[src/rtl/lt24_touch_pkg.sv]
// Shared types and constants for the LT24 touch ADC scan controller.
package lt24_touch_pkg;

  typedef enum logic [2:0] {
    ST_IDLE,
    ST_DEBOUNCE,
    ST_SCAN,
    ST_DONE,
    ST_GAP
  } scan_state_e;

  typedef enum logic [1:0] {
    FR_IDLE,
    FR_SETUP,
    FR_XFER,
    FR_NEXT
  } frame_state_e;

  localparam logic [7:0] CMD_X = 8'hD0;
  localparam logic [7:0] CMD_Y = 8'h90;

  localparam int FRAME_BITS = 24;
  localparam int CMD_BITS   = 8;
  localparam int DATA_FIRST = 9;
  localparam int DATA_BITS  = 12;

endpackage

[src/rtl/lt24_touch_spi_frame.sv]
// One AD7843 conversion frame: CS setup, 8-bit command, 16 read periods, CS release.
// done_o pulses in the last release cycle so a follow-on start costs no idle cycle.
module lt24_touch_spi_frame
  import lt24_touch_pkg::*;
#(
  parameter int CLK_DIV = 25
) (
  input  logic        clk,
  input  logic        reset,
  input  logic        start_i,
  input  logic [7:0]  cmd_i,
  input  logic        dout_i,
  output logic        done_o,
  output logic [11:0] data_o,
  output logic        cs_n_o,
  output logic        dclk_o,
  output logic        din_o
);

  localparam int CW = $clog2(CLK_DIV);

  frame_state_e   st_q, st_d;
  logic [CW-1:0]  div_q, div_d;
  logic [5:0]     half_q, half_d;
  logic [7:0]     cmd_q, cmd_d;
  logic [11:0]    sh_q, sh_d;
  logic           cs_n_q, cs_n_d, dclk_q, dclk_d, din_q, din_d;
  logic [1:0]     dout_sync_q;
  logic           dout_s, div_end;
  logic [4:0]     period;

  assign dout_s  = dout_sync_q[1];
  assign div_end = (div_q == CW'(CLK_DIV - 1));
  assign period  = half_q[5:1];

  always_ff @(posedge clk) begin
    if (reset) begin
      st_q        <= FR_IDLE;
      div_q       <= '0;
      half_q      <= '0;
      cmd_q       <= '0;
      sh_q        <= '0;
      cs_n_q      <= 1'b1;
      dclk_q      <= 1'b0;
      din_q       <= 1'b0;
      dout_sync_q <= '0;
    end else begin
      st_q        <= st_d;
      div_q       <= div_d;
      half_q      <= half_d;
      cmd_q       <= cmd_d;
      sh_q        <= sh_d;
      cs_n_q      <= cs_n_d;
      dclk_q      <= dclk_d;
      din_q       <= din_d;
      dout_sync_q <= {dout_sync_q[0], dout_i};
    end
  end

  always_comb begin
    st_d   = st_q;
    div_d  = div_q;
    half_d = half_q;
    cmd_d  = cmd_q;
    sh_d   = sh_q;
    cs_n_d = cs_n_q;
    dclk_d = dclk_q;
    din_d  = din_q;
    done_o = 1'b0;
    case (st_q)
      FR_IDLE: begin
        if (start_i) begin
          st_d   = FR_SETUP;
          div_d  = '0;
          cs_n_d = 1'b0;
          cmd_d  = cmd_i;
        end
      end
      FR_SETUP: begin
        div_d = div_q + CW'(1);
        if (div_end) begin
          st_d   = FR_XFER;
          div_d  = '0;
          half_d = '0;
          din_d  = cmd_q[7];
        end
      end
      FR_XFER: begin
        div_d = div_q + CW'(1);
        // Even half = DCLK low; MOSI moves one cycle after the falling edge.
        if (!half_q[0] && div_q == '0)
          din_d = (period < 5'(CMD_BITS)) ? cmd_q[~period[2:0]] : 1'b0;
        // Last cycle of the high half hides the 2-flop synchroniser delay.
        if (half_q[0] && div_end && period >= 5'(DATA_FIRST) &&
            period < 5'(DATA_FIRST + DATA_BITS))
          sh_d = {sh_q[10:0], dout_s};
        if (div_end) begin
          div_d  = '0;
          half_d = half_q + 6'd1;
          dclk_d = ~half_q[0];
          if (half_q == 6'(2 * FRAME_BITS - 1)) begin
            st_d   = FR_NEXT;
            cs_n_d = 1'b1;
            din_d  = 1'b0;
          end
        end
      end
      FR_NEXT: begin
        div_d = div_q + CW'(1);
        if (div_end) begin
          done_o = 1'b1;
          div_d  = '0;
          if (start_i) begin
            st_d   = FR_SETUP;
            cs_n_d = 1'b0;
            cmd_d  = cmd_i;
          end else begin
            st_d = FR_IDLE;
          end
        end
      end
      default: st_d = FR_IDLE;
    endcase
  end

  assign data_o = sh_q;
  assign cs_n_o = cs_n_q;
  assign dclk_o = dclk_q;
  assign din_o  = din_q;

endmodule

[src/rtl/lt24_touch_scanner.sv]
// LT24 touch scan controller: pen debounce, X/Y conversion sequencing,
// per-axis averaging and inter-scan gap around the SPI frame engine.
module lt24_touch_scanner
  import lt24_touch_pkg::*;
#(
  parameter int CLK_DIV  = 25,
  parameter int AVG_LOG2 = 2,
  parameter int DEBOUNCE = 50000,
  parameter int SCAN_GAP = 500000
) (
  input  logic        clk,
  input  logic        reset,
  input  logic        enable,
  input  logic        pen_irq_n,
  input  logic        adc_dout,
  output logic        adc_cs_n,
  output logic        adc_dclk,
  output logic        adc_din,
  output logic [11:0] x_pos,
  output logic [11:0] y_pos,
  output logic        sample_valid,
  output logic        pen_down
);

  localparam int NCONV = 1 << AVG_LOG2;
  localparam int ACC_W = 12 + AVG_LOG2;
  localparam int CNV_W = AVG_LOG2 + 2;

  scan_state_e      st_q, st_d;
  logic [31:0]      cnt_q, cnt_d;
  logic [CNV_W-1:0] conv_q, conv_d, conv_nx;
  logic [ACC_W-1:0] accx_q, accx_d, accy_q, accy_d;
  logic [11:0]      x_q, x_d, y_q, y_d;
  logic             sv_q, sv_d, pd_q, pd_d;
  logic [1:0]       pen_sync_q;
  logic             pen_s, go;
  logic             fr_start, fr_done;
  logic [7:0]       fr_cmd;
  logic [11:0]      fr_data;

  assign pen_s   = pen_sync_q[1];
  assign conv_nx = conv_q + CNV_W'(1);

  lt24_touch_spi_frame #(.CLK_DIV(CLK_DIV)) u_frame (
    .clk     (clk),
    .reset   (reset),
    .start_i (fr_start),
    .cmd_i   (fr_cmd),
    .dout_i  (adc_dout),
    .done_o  (fr_done),
    .data_o  (fr_data),
    .cs_n_o  (adc_cs_n),
    .dclk_o  (adc_dclk),
    .din_o   (adc_din)
  );

  always_ff @(posedge clk) begin
    if (reset) begin
      st_q       <= ST_IDLE;
      cnt_q      <= '0;
      conv_q     <= '0;
      accx_q     <= '0;
      accy_q     <= '0;
      x_q        <= '0;
      y_q        <= '0;
      sv_q       <= 1'b0;
      pd_q       <= 1'b0;
      pen_sync_q <= 2'b11;
    end else begin
      st_q       <= st_d;
      cnt_q      <= cnt_d;
      conv_q     <= conv_d;
      accx_q     <= accx_d;
      accy_q     <= accy_d;
      x_q        <= x_d;
      y_q        <= y_d;
      sv_q       <= sv_d;
      pd_q       <= pd_d;
      pen_sync_q <= {pen_sync_q[0], pen_irq_n};
    end
  end

  always_comb begin
    st_d     = st_q;
    cnt_d    = cnt_q;
    conv_d   = conv_q;
    accx_d   = accx_q;
    accy_d   = accy_q;
    x_d      = x_q;
    y_d      = y_q;
    sv_d     = 1'b0;
    pd_d     = pd_q;
    go       = 1'b0;
    fr_start = 1'b0;
    fr_cmd   = CMD_X;
    case (st_q)
      ST_IDLE: begin
        cnt_d = '0;
        if (enable && !pen_s) st_d = ST_DEBOUNCE;
      end
      ST_DEBOUNCE: begin
        if (pen_s) begin
          st_d = ST_IDLE;
        end else if (cnt_q == 32'(DEBOUNCE - 1)) begin
          pd_d = 1'b1;
          go   = 1'b1;
        end else begin
          cnt_d = cnt_q + 32'd1;
        end
      end
      ST_SCAN: begin
        // Pen line is meaningless while CS is low, so it is not looked at here.
        if (fr_done) begin
          if (conv_q < CNV_W'(NCONV)) accx_d = accx_q + ACC_W'(fr_data);
          else                        accy_d = accy_q + ACC_W'(fr_data);
          conv_d = conv_nx;
          if (conv_q == CNV_W'(2 * NCONV - 1)) begin
            st_d = ST_DONE;
          end else begin
            fr_start = 1'b1;
            fr_cmd   = (conv_nx < CNV_W'(NCONV)) ? CMD_X : CMD_Y;
          end
        end
      end
      ST_DONE: begin
        x_d   = accx_q[ACC_W-1:AVG_LOG2];
        y_d   = accy_q[ACC_W-1:AVG_LOG2];
        sv_d  = 1'b1;
        cnt_d = '0;
        st_d  = ST_GAP;
      end
      ST_GAP: begin
        if (cnt_q == 32'(SCAN_GAP - 1)) begin
          cnt_d = '0;
          if (!pen_s && enable) begin
            go = 1'b1;
          end else begin
            pd_d = 1'b0;
            st_d = ST_IDLE;
          end
        end else begin
          cnt_d = cnt_q + 32'd1;
        end
      end
      default: st_d = ST_IDLE;
    endcase
    if (go) begin
      st_d     = ST_SCAN;
      conv_d   = '0;
      accx_d   = '0;
      accy_d   = '0;
      fr_start = 1'b1;
      fr_cmd   = CMD_X;
    end
  end

  assign x_pos        = x_q;
  assign y_pos        = y_q;
  assign sample_valid = sv_q;
  assign pen_down     = pd_q;

endmodule

[config.mk]
export PLATFORM = sky130hd
export DESIGN_NAME = lt24_touch_scanner
export DESIGN_NICKNAME = d
export VERILOG_FILES = /design/src/rtl/lt24_touch_pkg.sv /design/src/rtl/lt24_touch_spi_frame.sv /design/src/rtl/lt24_touch_scanner.sv
export SDC_FILE = /design/constraint.sdc
export NUM_CORES = 1
export LEC_CHECK = 0
export CAP_MARGIN = 20
export CORE_MARGIN = 1.5
export CORE_UTILIZATION = 50
export CTS_CLUSTER_DIAMETER = 30
export DETAILED_ROUTE_END_ITERATION = 10
export PLACE_DENSITY_LB_ADDON = 0.12
export SYNTH_ARGS = -nofsm -noshare
export SYNTH_HDL_FRONTEND = slang
export SYNTH_SLANG_ARGS = --single-unit
export TNS_END_PERCENT = 30
[constraint.sdc]
create_clock -name clk -period 2.1 [get_ports clk]
set_input_delay 0.525 -clock clk [delete_from_list [all_inputs] [get_ports clk]]
set_output_delay 0.525 -clock clk [all_outputs]
set_load 0.01 [all_outputs]
# Word-level counts from Yosys, hierarchy flattened
# Cells that the tools add are included.
[op_classes]
n_addsub = 6
magnitude_cmp = 6
eq_ne = 32
n_mux = 63
bitwise = 3
reduce_logical = 32
[op_table]
columns = ["cell", "n"]
rows = [
  ["two-way mux 32 bit", 3],
  ["one-hot mux 32 bit (3 select lines)", 1],
  ["adder 32 x 1 -> 32 bit, second input constant", 1],
  ["== test 32 x 16 -> 1 bit, second input constant", 1],
  ["== test 32 x 19 -> 1 bit, second input constant", 1],
  ["adder 14 x 12 -> 14 bit", 2],
  ["two-way mux 7 bit", 4],
  ["two-way mux 1 bit", 26],
  ["two-way mux 8 bit", 3],
  ["inequality test 2 bit, second input constant", 10],
  ["two-way mux 3 bit", 6],
  ["inequality test 3 bit, second input constant", 6],
  ["one-hot mux 8 bit (2 select lines)", 1],
  ["one-hot mux 3 bit (5 select lines)", 1],
  ["two-way mux 2 bit", 6],
  ["two-way mux 6 bit", 2],
  ["one-hot mux 6 bit (2 select lines)", 1],
  ["AND reduction 3 bit", 4],
  ["AND reduction 6 bit", 2],
  ["two-way mux 5 bit", 2],
  ["one-hot mux 5 bit (2 select lines)", 1],
  ["AND reduction 2 bit", 5],
  ["AND reduction 5 bit", 2],
  ["< comparator 4 x 3 -> 1 bit, second input constant", 2],
  ["other kinds (32)", 49],
]
[word_totals]
register_bits = 133
out_inout_bits = 29
elab_cells = 162

# Logic depth before layout (Yosys ltp)
# Gate-level depths: netlist of run 1.
[depth]
word_depth = 10
depth_mapped = 9
ltp_nobuf = 9

# Hierarchy
# A second synthesis of run 1 with hierarchy kept.
[unflattened]
hier_cells = 867
hier_area_um2 = 7141.8
[modules_own_cells]
columns = ["module", "n_inst", "cells_each", "area_per_inst_um2", "seq_area_each_um2"]
rows = [
  ["lt24_touch_scanner", 1, 642, 5182.5, 1901.8],
  ["lt24_touch_spi_frame", 1, 225, 1959.4, 760.7],
]

# Worst setup path before layout of run 1
# No wires, ideal clock.
[synth_path]
kind = "reg-to-reg"
from = "reg u_frame.sh_q[1], in the netlist u_frame.data_o[1]"
to = "reg accy_q[11]"
setup_ns = 0.065
arrival_ns = 1.992
required_time_ns = 2.035
path_slack_ns = 0.043
path_stages_with_launch = 8
path_buffers = 0
cell_sequence = "dfxtp_1 ha_1 a211oi_1 o21ai_0 a2111oi_2 o21ai_0 mux2_2 nor2_1"
[synth_between]
elab_chain_len = 1
[synth_rtl]
columns = ["element", "line_no", "text"]
rows = [
  ["from (decl)", "lt24_touch_spi_frame.sv:26", "logic [11:0] sh_q, sh_d;"],
  ["from (signal assigned)", "lt24_touch_spi_frame.sv:42", "sh_q <= '0;"],
  ["from (signal assigned)", "lt24_touch_spi_frame.sv:52", "sh_q <= sh_d;"],
  ["adder 14 x 12 -> 14 bit", "lt24_touch_scanner.sv:115", "else accy_d = accy_q + ACC_W'(fr_data);"],
  ["to (signal assigned)", "lt24_touch_scanner.sv:74", "accy_q <= accy_d;"],
  ["to (decl)", "lt24_touch_scanner.sv:32", "logic [ACC_W-1:0] accx_q, accx_d, accy_q, accy_d;"],
]
# No other way between the ends.
# A chain may end at the register's enable or synchronous reset.

# Worst setup path after layout of run 1
[layout_path]
from = "reg u_frame.sh_q[0], in the netlist u_frame.data_o[0]"
to = "reg accy_q[8]"
# Same word-level chain as after synthesis.

==> results.yml, run 1 <==
status:
  status: "finished with violations"
  violations: "negative setup slack"
sta:
  finalCritPeriodShare: 1.01
  rsz0062_at_grt: "yes"
  hold_ws_ns: 0.409
  finalSetupViolations: 2
  hold_violations: 0
  timing.fmax_ghz: 0.470
  layout_min_cycle_time_ns: 2.13
  finalSetupTns_ns: -0.0481
  worst_pin_slew_ns: 0.467
  fin_skew_ns: 0.00663
  maxSlewHeadroom: 0.687
  drv_slew: 0
  fin_ws_ns: -0.0290
drt:
  drc: 0
  drtAntennaViolNets: 0
  drt_iter0_markers: 393
  routed_wl_um: 16600
  viasPerCell: 5.50
  first_pass_iters: 5
  num_vias: 5934
  wl_per_cell_um: 15.4
placed_design:
  finalWeightedCongestion: 0.868
  dp_hpwl_um: 11200
  io_buffers: 33
  dpl_cell_area_um2: 7570
setup_path:
  startpoint_type: "register"
  required_ns: 2.46
  rr_startpoint: "u_frame.data_o[0]$_SDFFE_PP0P_"
  worst_r2r_path_depth: 9
  startpoint: "u_frame.data_o[0]$_SDFFE_PP0P_"
  crit_type: "register to register"
  worstPathMaxFanout: 4
  crit_path_end_kind: "register"
  crit_arrival_ns: 2.48
power:
  power_frac_comb: 0.013
  swShare: 0.193
  pwr_density_cell_nw_per_um2: 693
  pwr-share-clk: 0.577
  power.switching_mw: 1.14
  pwr-share-seq: 0.410
  p_int_mw: 4.76
  peakVddDrop_mv: 0.552
  leakagePower_nw: 3.16
die:
  die_x_um: 119
  std_cell_rows: 42
  dieArea_um2: 14100
  ios: 34
  core_area_um2: 13100
  start_util: 0.508
  die_y_um: 119
clock_network:
  clk_latency_ns: 0.42
  clkSinkCount: 127
  clkTransAtPathRegs_ns: 0.06
  htreeDepth: 4
  hold_buffers: 0
  cts_buffers: 17
  root_buffer: "clkbuf_16"
  cts_tree: "done"
  clockBufferDepth: 2
grt:
  antenna_found_initial: 0
  grt_pass1_vias: 5597
  grt_max_degree: 34
  grt_usage: 0.235
  grt_overflow_total: 0
  grt_pass1_wl_um: 26900
logic_synthesis:
  muxShareOfSynthArea: 0.0287
  synthesis.nets: 846
  synth_seq_cells: 127
  synth_cell_types: 69
  synth_async_sr_flop_share: 0
  ys.flop_type: "dfxtp_1"
  yosys.area_share.simple: 0.260
  synth_compound_area_frac: 0.159
  synth_area_um2: 6680
  synthXorXnorAreaFrac: 0.0669
  syn_avg_cell_area_um2: 8.31
  synth_edf_count: 0
  synth_top_family_by_area: "simple AND/OR/NAND/NOR gates"
  ys_warn_count: 0
  synth-seq-area-share: 0.381
  synth-adder-area-share: 0.0716
  synthCells: 804
hold_path:
  worstHoldPathType: "input port to register"
  hold_start: "reset"
  holdPathStages: 2
job:
  cap_violations: 0
finish:
  diodes: 0
  fillCellCount: 1084
  multi_input_area_um2: 4120
  final_layout_size_suffix_gt1_frac: 0.182
  final_nets: 931
  area_growth_pct: 27.6
  stdcell_area_um2: 8520
  register_area_um2: 2550
cell usage in the layout (no fill, tap or decap), types with 7 or more instances in the layout:
cell             netlist  layout
xnor2_1               31      31
mux2i_1               18      18
dfxtp_2                0       7
a211oi_1              13      10
buf_4                  3      63
ha_1                  35      28
nand4_1               10      10
o21a_1                 8       8
dfxtp_1              127     119
nor3_1                33      30
clkbuf_16              0      17
xor2_1                20      20
a21o_1                10      10
nor2_1               108     106
inv_1                 22      21
nor3b_1               12      11
o21ai_0               27      20
and3_1                10      10
a21oi_1               70      67
nand2_1               99      99
nand3_1               16      16
clkdlybuf4s50_1        0      32
timing repair:
action	CTS	global route
resized for setup	12	45
gates cloned	0	0
endpoints found under the setup margin	11	67
buffers inserted	0	6
pin swaps	2	14
worst max-delay path, cell delays in order (launching register included):
cell and delay, ns:
dfxtp_4 0.37, ha_4 0.17, inv_2 0.05, fa_2 0.19
nand2b_4 0.14, a21oi_4 0.05, o41a_1 0.36, o21a_1 0.23
or3_1 0.37, a21oi_1 0.13
power groups by stage:
stage          combinational [mW]  clock [mW]  sequential, mW
6_report                   0.0790        3.41            2.42
5_1_grt                    0.0857        3.57            2.42
4_1_cts                    0.0798        3.45            2.42
3_5_place_dp               0.0790           0            2.47
3_3_place_gp               0.0766           0            2.47
2_1_floorplan              0.0445           0            2.47
synth_stat cells, drive strengths merged, types with 4 or more instances:
cell / number / area, um2
nor2b: 5 / 31.3
dfxtp: 127 / 2540
nor3: 35 / 191
and3: 10 / 62.6
a31oi: 6 / 37.5
nand2: 99 / 372
nor2: 110 / 423
buf: 11 / 58.8
nand3b: 4 / 30.0
o211ai: 4 / 30.0
nand4: 10 / 62.6
mux2i: 18 / 180
or2: 8 / 50.1
or3: 5 / 36.3
o21ai: 27 / 135
nand3: 16 / 80.1
xor2: 20 / 175
nor3b: 13 / 103
a211oi: 13 / 97.6
nand2b: 8 / 57.6
clkbuf: 22 / 82.6
o21a: 8 / 60.1
a21o: 10 / 75.1
inv: 22 / 82.6
nor4: 11 / 96.3
ha: 35 / 438
xnor2: 31 / 272
o21bai: 4 / 30.0
a21oi: 70 / 350
through the flow:
stage	cells	total power [mW]	util	setup slack, ns
after floorplan	804	2.52	-	0.0428
after global placement	1040	2.55	0.576	-0.158
after detailed placement	1040	2.55	0.576	-0.219
after CTS	1072	5.95	0.630	-0.0280
after global routing	1078	6.08	0.649	-0.107
final	1078	5.90	0.649	-0.0290
registers in the layout, summed over array words and instances (netlist names), 5 cells and up:
signal	flops
y_pos	12
accy_q	14
u_frame.div_q	5
u_frame.half_q	6
accx_q	14
cnt_q	32
x_pos	12
u_frame.data_o	12
cell type report:
type                    instances  share of cell area
clock inverters                10              0.0242
flip-flops and latches        127               0.300
multi-input cells             622               0.484
clock buffers                  22              0.0557
inverters                      22             0.00969
well taps                     176              0.0258
repair buffers                 99               0.101
logic make-up (layout without fill, tap and decap cells):
family                     Yosys count  after routing
buffers and inverters               55            153
xor gates and xnor gates            51             51
and+or+nand+nor                    348            348
adders and majority gates           37             37
muxes                               19             19
AOI/OAI and AO/OA                  167            167
DFF                                127            127
layer usage:
layer  vias up  global-route usage  share of wire  wire (um)
met4         0              0.0723          0.014        237
met1      2787               0.311           0.47       7860
met5         -                   0              0          0
li1       2992                   -              -          -
met2       134               0.385           0.47       7790
met3        21              0.0521          0.041        688
worst paths after layout:
check                                           endpoint  slack [ns]
worst min-delay path                st_q[1]$_SDFFE_PP0P_        0.41
worst max register to register    accy_q[8]$_SDFFE_PP0P_       -0.03
worst max-delay path              accy_q[8]$_SDFFE_PP0P_       -0.03
worst min register to register  pen_sync_q[1]$_SDFF_PP1_        0.42
Note: power is estimated with default switching activity, not from simulation.
==> inputs of run 2 (changes only) <==
- PLACE_DENSITY: default -> 0.71
- PLACE_DENSITY_LB_ADDON: 0.12 -> default
==> run 2 against run 1 <==
Net effect:
- the flow still finishes with violations (negative setup slack)
- first-iteration DRC count up 5.1%
- clock-buffer cell count is 1 lower
- critical path depth unchanged
- total power shrank 6.9%
- sequential power is essentially flat
- via count increased by 2.3%
- final area grew 1.3%
- die area unchanged
- clock skew grew 0.0010 ns
- register-to-register slack worse by 0.02 ns
- critical endpoint unchanged
==> results.yml, run 2 (synthesis results as in run 1) <==
status:
  status: "finished with violations"
  violations: "negative setup slack"
placed_design:
  dpl_cell_area_um2: 7600
  dp_hpwl_um: 11300
  io_buffers: 33
  finalWeightedCongestion: 0.883
sta:
  hold_violations: 0
  maxSlewHeadroom: 0.727
  fin_skew_ns: 0.00766
  hold_ws_ns: 0.412
  finalSetupViolations: 5
  layout_min_cycle_time_ns: 2.15
  fin_ws_ns: -0.0502
  worst_pin_slew_ns: 0.406
  rsz0062_at_grt: "yes"
  drv_slew: 0
  finalCritPeriodShare: 1.02
  timing.fmax_ghz: 0.465
job:
  cap_violations: 0
drt:
  drtAntennaViolNets: 0
  viasPerCell: 5.59
  routed_wl_um: 16800
  drc: 0
  drt_iter0_markers: 413
  num_vias: 6072
  first_pass_iters: 6
  wl_per_cell_um: 15.4
finish:
  top_register: "cnt_q"
  layout_common_cells: "dfxtp_1 (116), nor2_1 (106), nand2_1 (99)"
  top_regs: "cnt_q x32, accx_q x14, accy_q x14"
  area_growth_pct: 29.2
  fillCellCount: 1084
  final_nets: 940
  final_common_cell: "dfxtp_1"
  final_layout_size_suffix_gt1_frac: 0.209
  diodes: 0
  stdcell_area_um2: 8630
  multi_input_area_um2: 4230
  register_area_um2: 2560
  largest_reg_flops: 32
setup_path:
  startpoint_type: "register"
  crit_path_end_kind: "register"
  required_ns: 2.45
  crit_type: "register to register"
  worstPathMaxFanout: 4
  crit_arrival_ns: 2.50
clock_network:
  clk_latency_ns: 0.42
  clkTransAtPathRegs_ns: 0.05
  cts_buffers: 17
  hold_buffers: 0
  clkSinkCount: 127
  root_buffer: "clkbuf_16"
  htreeDepth: 4
  clockBufferDepth: 2
  cts_tree: "done"
grt:
  grt_pass1_vias: 5808
  grt_max_degree: 37
  antenna_found_initial: 0
  grt_usage: 0.238
  grt_overflow_total: 0
  grt_pass1_wl_um: 27300
die:
  std_cell_rows: 42
  ios: 34
  die_x_um: 119
  start_util: 0.508
  core_area_um2: 13100
  dieArea_um2: 14100
  die_y_um: 119
power:
  peakVddDrop_mv: 0.466
  leakagePower_nw: 3.16
  pwr_density_cell_nw_per_um2: 637
  finalPower_mw: 5.50
hold_path:
  worstHoldPathType: "input port to register"
-- run 2: changes by cell type in the layout (fill, tap and decap cells not counted), sizes merged --
| cell | delta |
|---|---|
| bufinv | -3 |
| clkinv | +1 |
| clkinvlp | +2 |
| clkbuf | -1 |
| buf | +9 |
-- run 2: stage by stage --
stage	TNS (ns)	std cells	util	setup slack, ns
floorplan	0	804	-	0.0428
global placement	-3.50	1044	0.579	-0.288
detailed placement	-5.50	1044	0.579	-0.238
CTS	-0.303	1082	0.636	-0.0895
global route	-0.614	1086	0.657	-0.117
finish	-0.135	1086	0.657	-0.0502
-- run 2: worst max-delay path, stage by stage, from the launching register on --
cell,delay (ns)
dfxtp_4,0.36
ha_4,0.17
inv_2,0.06
fa_2,0.20
nand2b_4,0.14
a21oi_4,0.05
o41a_1,0.36
o21a_1,0.22
or3_1,0.39
a21oi_2,0.13
-- run 2: area by class of cell --
cell class | instances | share of cell area
repair buffers | 108 | 0.107
clock inverters | 10 | 0.0158
clock buffers | 21 | 0.0545
flip-flops and latches | 127 | 0.297
well taps | 176 | 0.0255
inverters | 22 | 0.00957
multi-input cells | 622 | 0.491
-- run 2: metal layers --
layer  vias to the layer above  routed length [um]  GRT usage  share of wire
li1                       3024                   -          -              -
met1                      2864                7760      0.302           0.46
met2                       148                7960      0.394           0.47
met3                        36                 659     0.0502          0.039
met4                         0                 380      0.101          0.023
met5                         -                   0          0              0
-- run 2: path summary, 6_finish.rpt --
path,from,to,slack (ns),depth (start not counted)
max,u_frame.data_o[0]$_SDFFE_PP0P_,accy_q[8]$_SDFFE_PP0P_,-0.05,9
min,reset,st_q[1]$_SDFFE_PP0P_,0.41,2
max reg2reg,u_frame.data_o[0]$_SDFFE_PP0P_,accy_q[8]$_SDFFE_PP0P_,-0.05,9
min reg2reg,pen_sync_q[0]$_SDFF_PP1_,pen_sync_q[1]$_SDFF_PP1_,0.41,1
-- run 2: power breakdown --
| part | internal [mW] | total [mW] | leakage (nW) | switching (mW) |
|---|---|---|---|---|
| Combinational | 0.0299 | 0.0783 | 1.84 | 0.0484 |
| Sequential | 2.41 | 2.42 | 1.03 | 0.00411 |
| Clock | 1.95 | 3.00 | 0.291 | 1.06 |
| Total | 4.39 | 5.50 | 3.16 | 1.11 |
-- run 2: repair_timing --
item,in CTS,in global routing
pin swaps,10,32
setup buffers,7,4
gates resized for setup,32,51
endpoints found under the setup margin,13,79
==> patch (settings of run 2) <==
`sh_q` no longer has a reset.
--- a/src/rtl/lt24_touch_spi_frame.sv
+++ b/src/rtl/lt24_touch_spi_frame.sv
@@ -41,3 +41,2 @@
       cmd_q       <= '0;
-      sh_q        <= '0;
       cs_n_q      <= 1'b1;
@@ -51,3 +50,2 @@
       cmd_q       <= cmd_d;
-      sh_q        <= sh_d;
       cs_n_q      <= cs_n_d;
@@ -57,2 +55,6 @@
     end
+  end
+
+  always_ff @(posedge clk) begin
+    sh_q <= sh_d;
   end
Behaviour: no difference found for any inputs over 10 cycles, from zero or initial values and one cycle with reset high; that may be too few to reach the edited logic, so the function may still have changed.
==> patch against run 2 <==
- the flow still finishes with violations (negative setup slack)
- critical path type unchanged
- sequential cell count stayed put
- sequential share of layout area about the same
- via count increased by 5.4%
- highest routed layer unchanged
- largest cell class unchanged
- critical endpoint is now accy_q[11]
- wire length rose by 3.6%
- design area up 4.1%
- synthesized area fell by 2.5%
- global-route usage rose by 1.6 points
- setup slack worse by 0.19 ns
Power is not compared: it rests on default switching activity, and its combinational part moved more than twofold at a synthesized area within 25%.
==> patch: results (changes against run 2) <==
[status]
status = complete, but fails checks  ; unchanged
violations = negative setup slack  ; unchanged

[place]
dp_hpwl_mm = 11.7  ; was 11.3 mm
dp_slack_ns = -0.492  ; was -0.238 ns
io_buffer_count = 33  ; unchanged
gp_congestion = 0.876  ; was 0.883

[routing]
route.vias.total = 6400  ; was 6,072
drt_iter0_markers = 341  ; was 413
wl_per_cell_um = 15.5  ; was 15.4 µm
drt_first_pass_iters = 5  ; was 6

[sta]
setup_viol = 43  ; was 5
worstMarginPinSlew_ns = 0.436  ; was 0.406 ns
setup_slack_ns = -0.238  ; was -0.0502 ns
finalClockSkew_ns = 0.00726  ; was 0.00766 ns

[clock_network]
cts_max_level = 4  ; unchanged
cts_max_path_buffers = 2  ; unchanged
cts_buffers = 17  ; unchanged
clk_pin_slew_ns = 0.06
clk_latency_ns = 0.43
root_buffer = clkbuf_16  ; unchanged

[logic_synthesis]
synthDistinctLibCells = 65  ; was 69
synth_flop_cell = dfxtp_1  ; unchanged
synth-seq-area-share_pct = 40.9  ; was 38.1%
synthTopCellsByCount = 115 x dfxtp_1, 112 x nand2_1, 94 x nor2_1  ; was 127 x dfxtp_1, 108 x nor2_1, 99 x nand2_1
synth-edff-count = 12  ; was 0
netlist_top_cells_area = dfxtp_1 35%, ha_1 6.7%, nand2_1 6.5%  ; was dfxtp_1 38%, ha_1 6.6%, nor2_1 6.1%
ys_warn_count = 0  ; unchanged
synthArstFlopShare_pct = 0  ; unchanged
syn_nets = 828  ; was 846

[pwr]
ir_drop_mv = 0.393
intPower_w = 0.00462
power.leakage_nw = 3.48

[global_route]
antenna_found_initial = 0  ; unchanged
grt_max_degree = 26  ; was 37
grt_pass1_vias = 5942  ; was 5,808
grt_usage_pct = 25.4  ; was 23.8%
grt_pass1_wl_mm = 27.1  ; was 27.3 mm

[cells_and_area]
antenna-diode-count = 0  ; unchanged
largest_registers = cnt_q (32), accx_q (14), accy_q (14)  ; unchanged
fillers = 912  ; was 1,084
layout.nets = 975  ; was 940
drive_gt1_share_pct = 23.6  ; was 20.9%

[setup_path]
crit_fanout = 5  ; was 4
worstPathArrival_ns = 2.65  ; was 2.50 ns

[min_path]
min_path_type = input port to register  ; unchanged

[patch: critical path, cell delays in order, from the launching register on]
cell and delay [ns]:
dfxtp_2 0.32, or4_4 0.54, or4_4 0.44, a211oi_4 0.22
buf_6 0.16, buf_6 0.10, or2_4 0.20, clkbuf_16 0.20
a211oi_2 0.04
[patch: layout make-up]
type / count / area share (%)
Sequential cell: 127 / 29.7
Tap cell: 172 / 2.40
Clock inverter: 9 / 1.41
Clock buffer: 23 / 5.68
Timing Repair Buffer: 156 / 15.2
Inverter: 23 / 0.961
Multi-Input combinational cell: 608 / 44.7
[patch: what timing repair did]
item / in CTS / in global routing
setup buffers: 8 / 3
pin swaps: 16 / 21
endpoints found under the setup margin: 62 / 83
hold buffers: 0 / 0
gates resized for setup: 30 / 60
gates cloned: 0 / 4
[patch: per-stage QoR]
step / instances / TNS [ns] / area (µm²)
after floorplan: 786 / -6.82 / 6530
after global placement: 1071 / -14.15 / 7820
after detailed placement: 1071 / -17.11 / 7820
after CTS: 1111 / -6.17 / 8620
after global routing: 1118 / -8.78 / 8980
final: 1118 / -6.76 / 8980
[patch: kinds of logic (layout without fill, tap and decap cells)]
logic type      Yosys count  after routing  synth area share, %
compound gates          178            178                 16.9
xor+xnor                 44             44                 5.92
fa+ha+maj                37             37                 7.34
buf+inv                  52            211                 3.07
flops                   127            127                 40.9
mux                       4              4                0.615
simple gates            344            345                 25.2
[patch: final timing paths]
| kind | slack [ns] | depth (start not counted) | from | to |
|---|---|---|---|---|
| setup / recovery | -0.24 | 8 | st_q[2] | accy_q[11] |
| hold / removal | 0.40 | 2 | reset | st_q[1] |
| setup reg to reg | -0.24 | 8 | st_q[2] | accy_q[11] |
| hold reg to reg | 0.41 | 1 | pen_sync_q[0] | pen_sync_q[1] |
[patch: power by group through the flow]
stage	Combinational, W	Clock, W	Sequential (W)
after floorplan	0.000126	0	0.00253
after global placement	0.000188	0	0.00253
after detailed placement	0.000195	0	0.00253
after CTS	0.000204	0.00316	0.00248
after global routing	0.000252	0.00328	0.00248
final	0.000231	0.00312	0.00248
[patch: layer usage]
layer | track usage (%) | vias up | share of wire (%)
li1 | - | 3099 | -
met1 | 31.1 | 3040 | 43
met2 | 43.1 | 219 | 49
met3 | 6.39 | 42 | 5.9
met4 | 10.1 | 0 | 2.4
met5 | 0 | - | 0
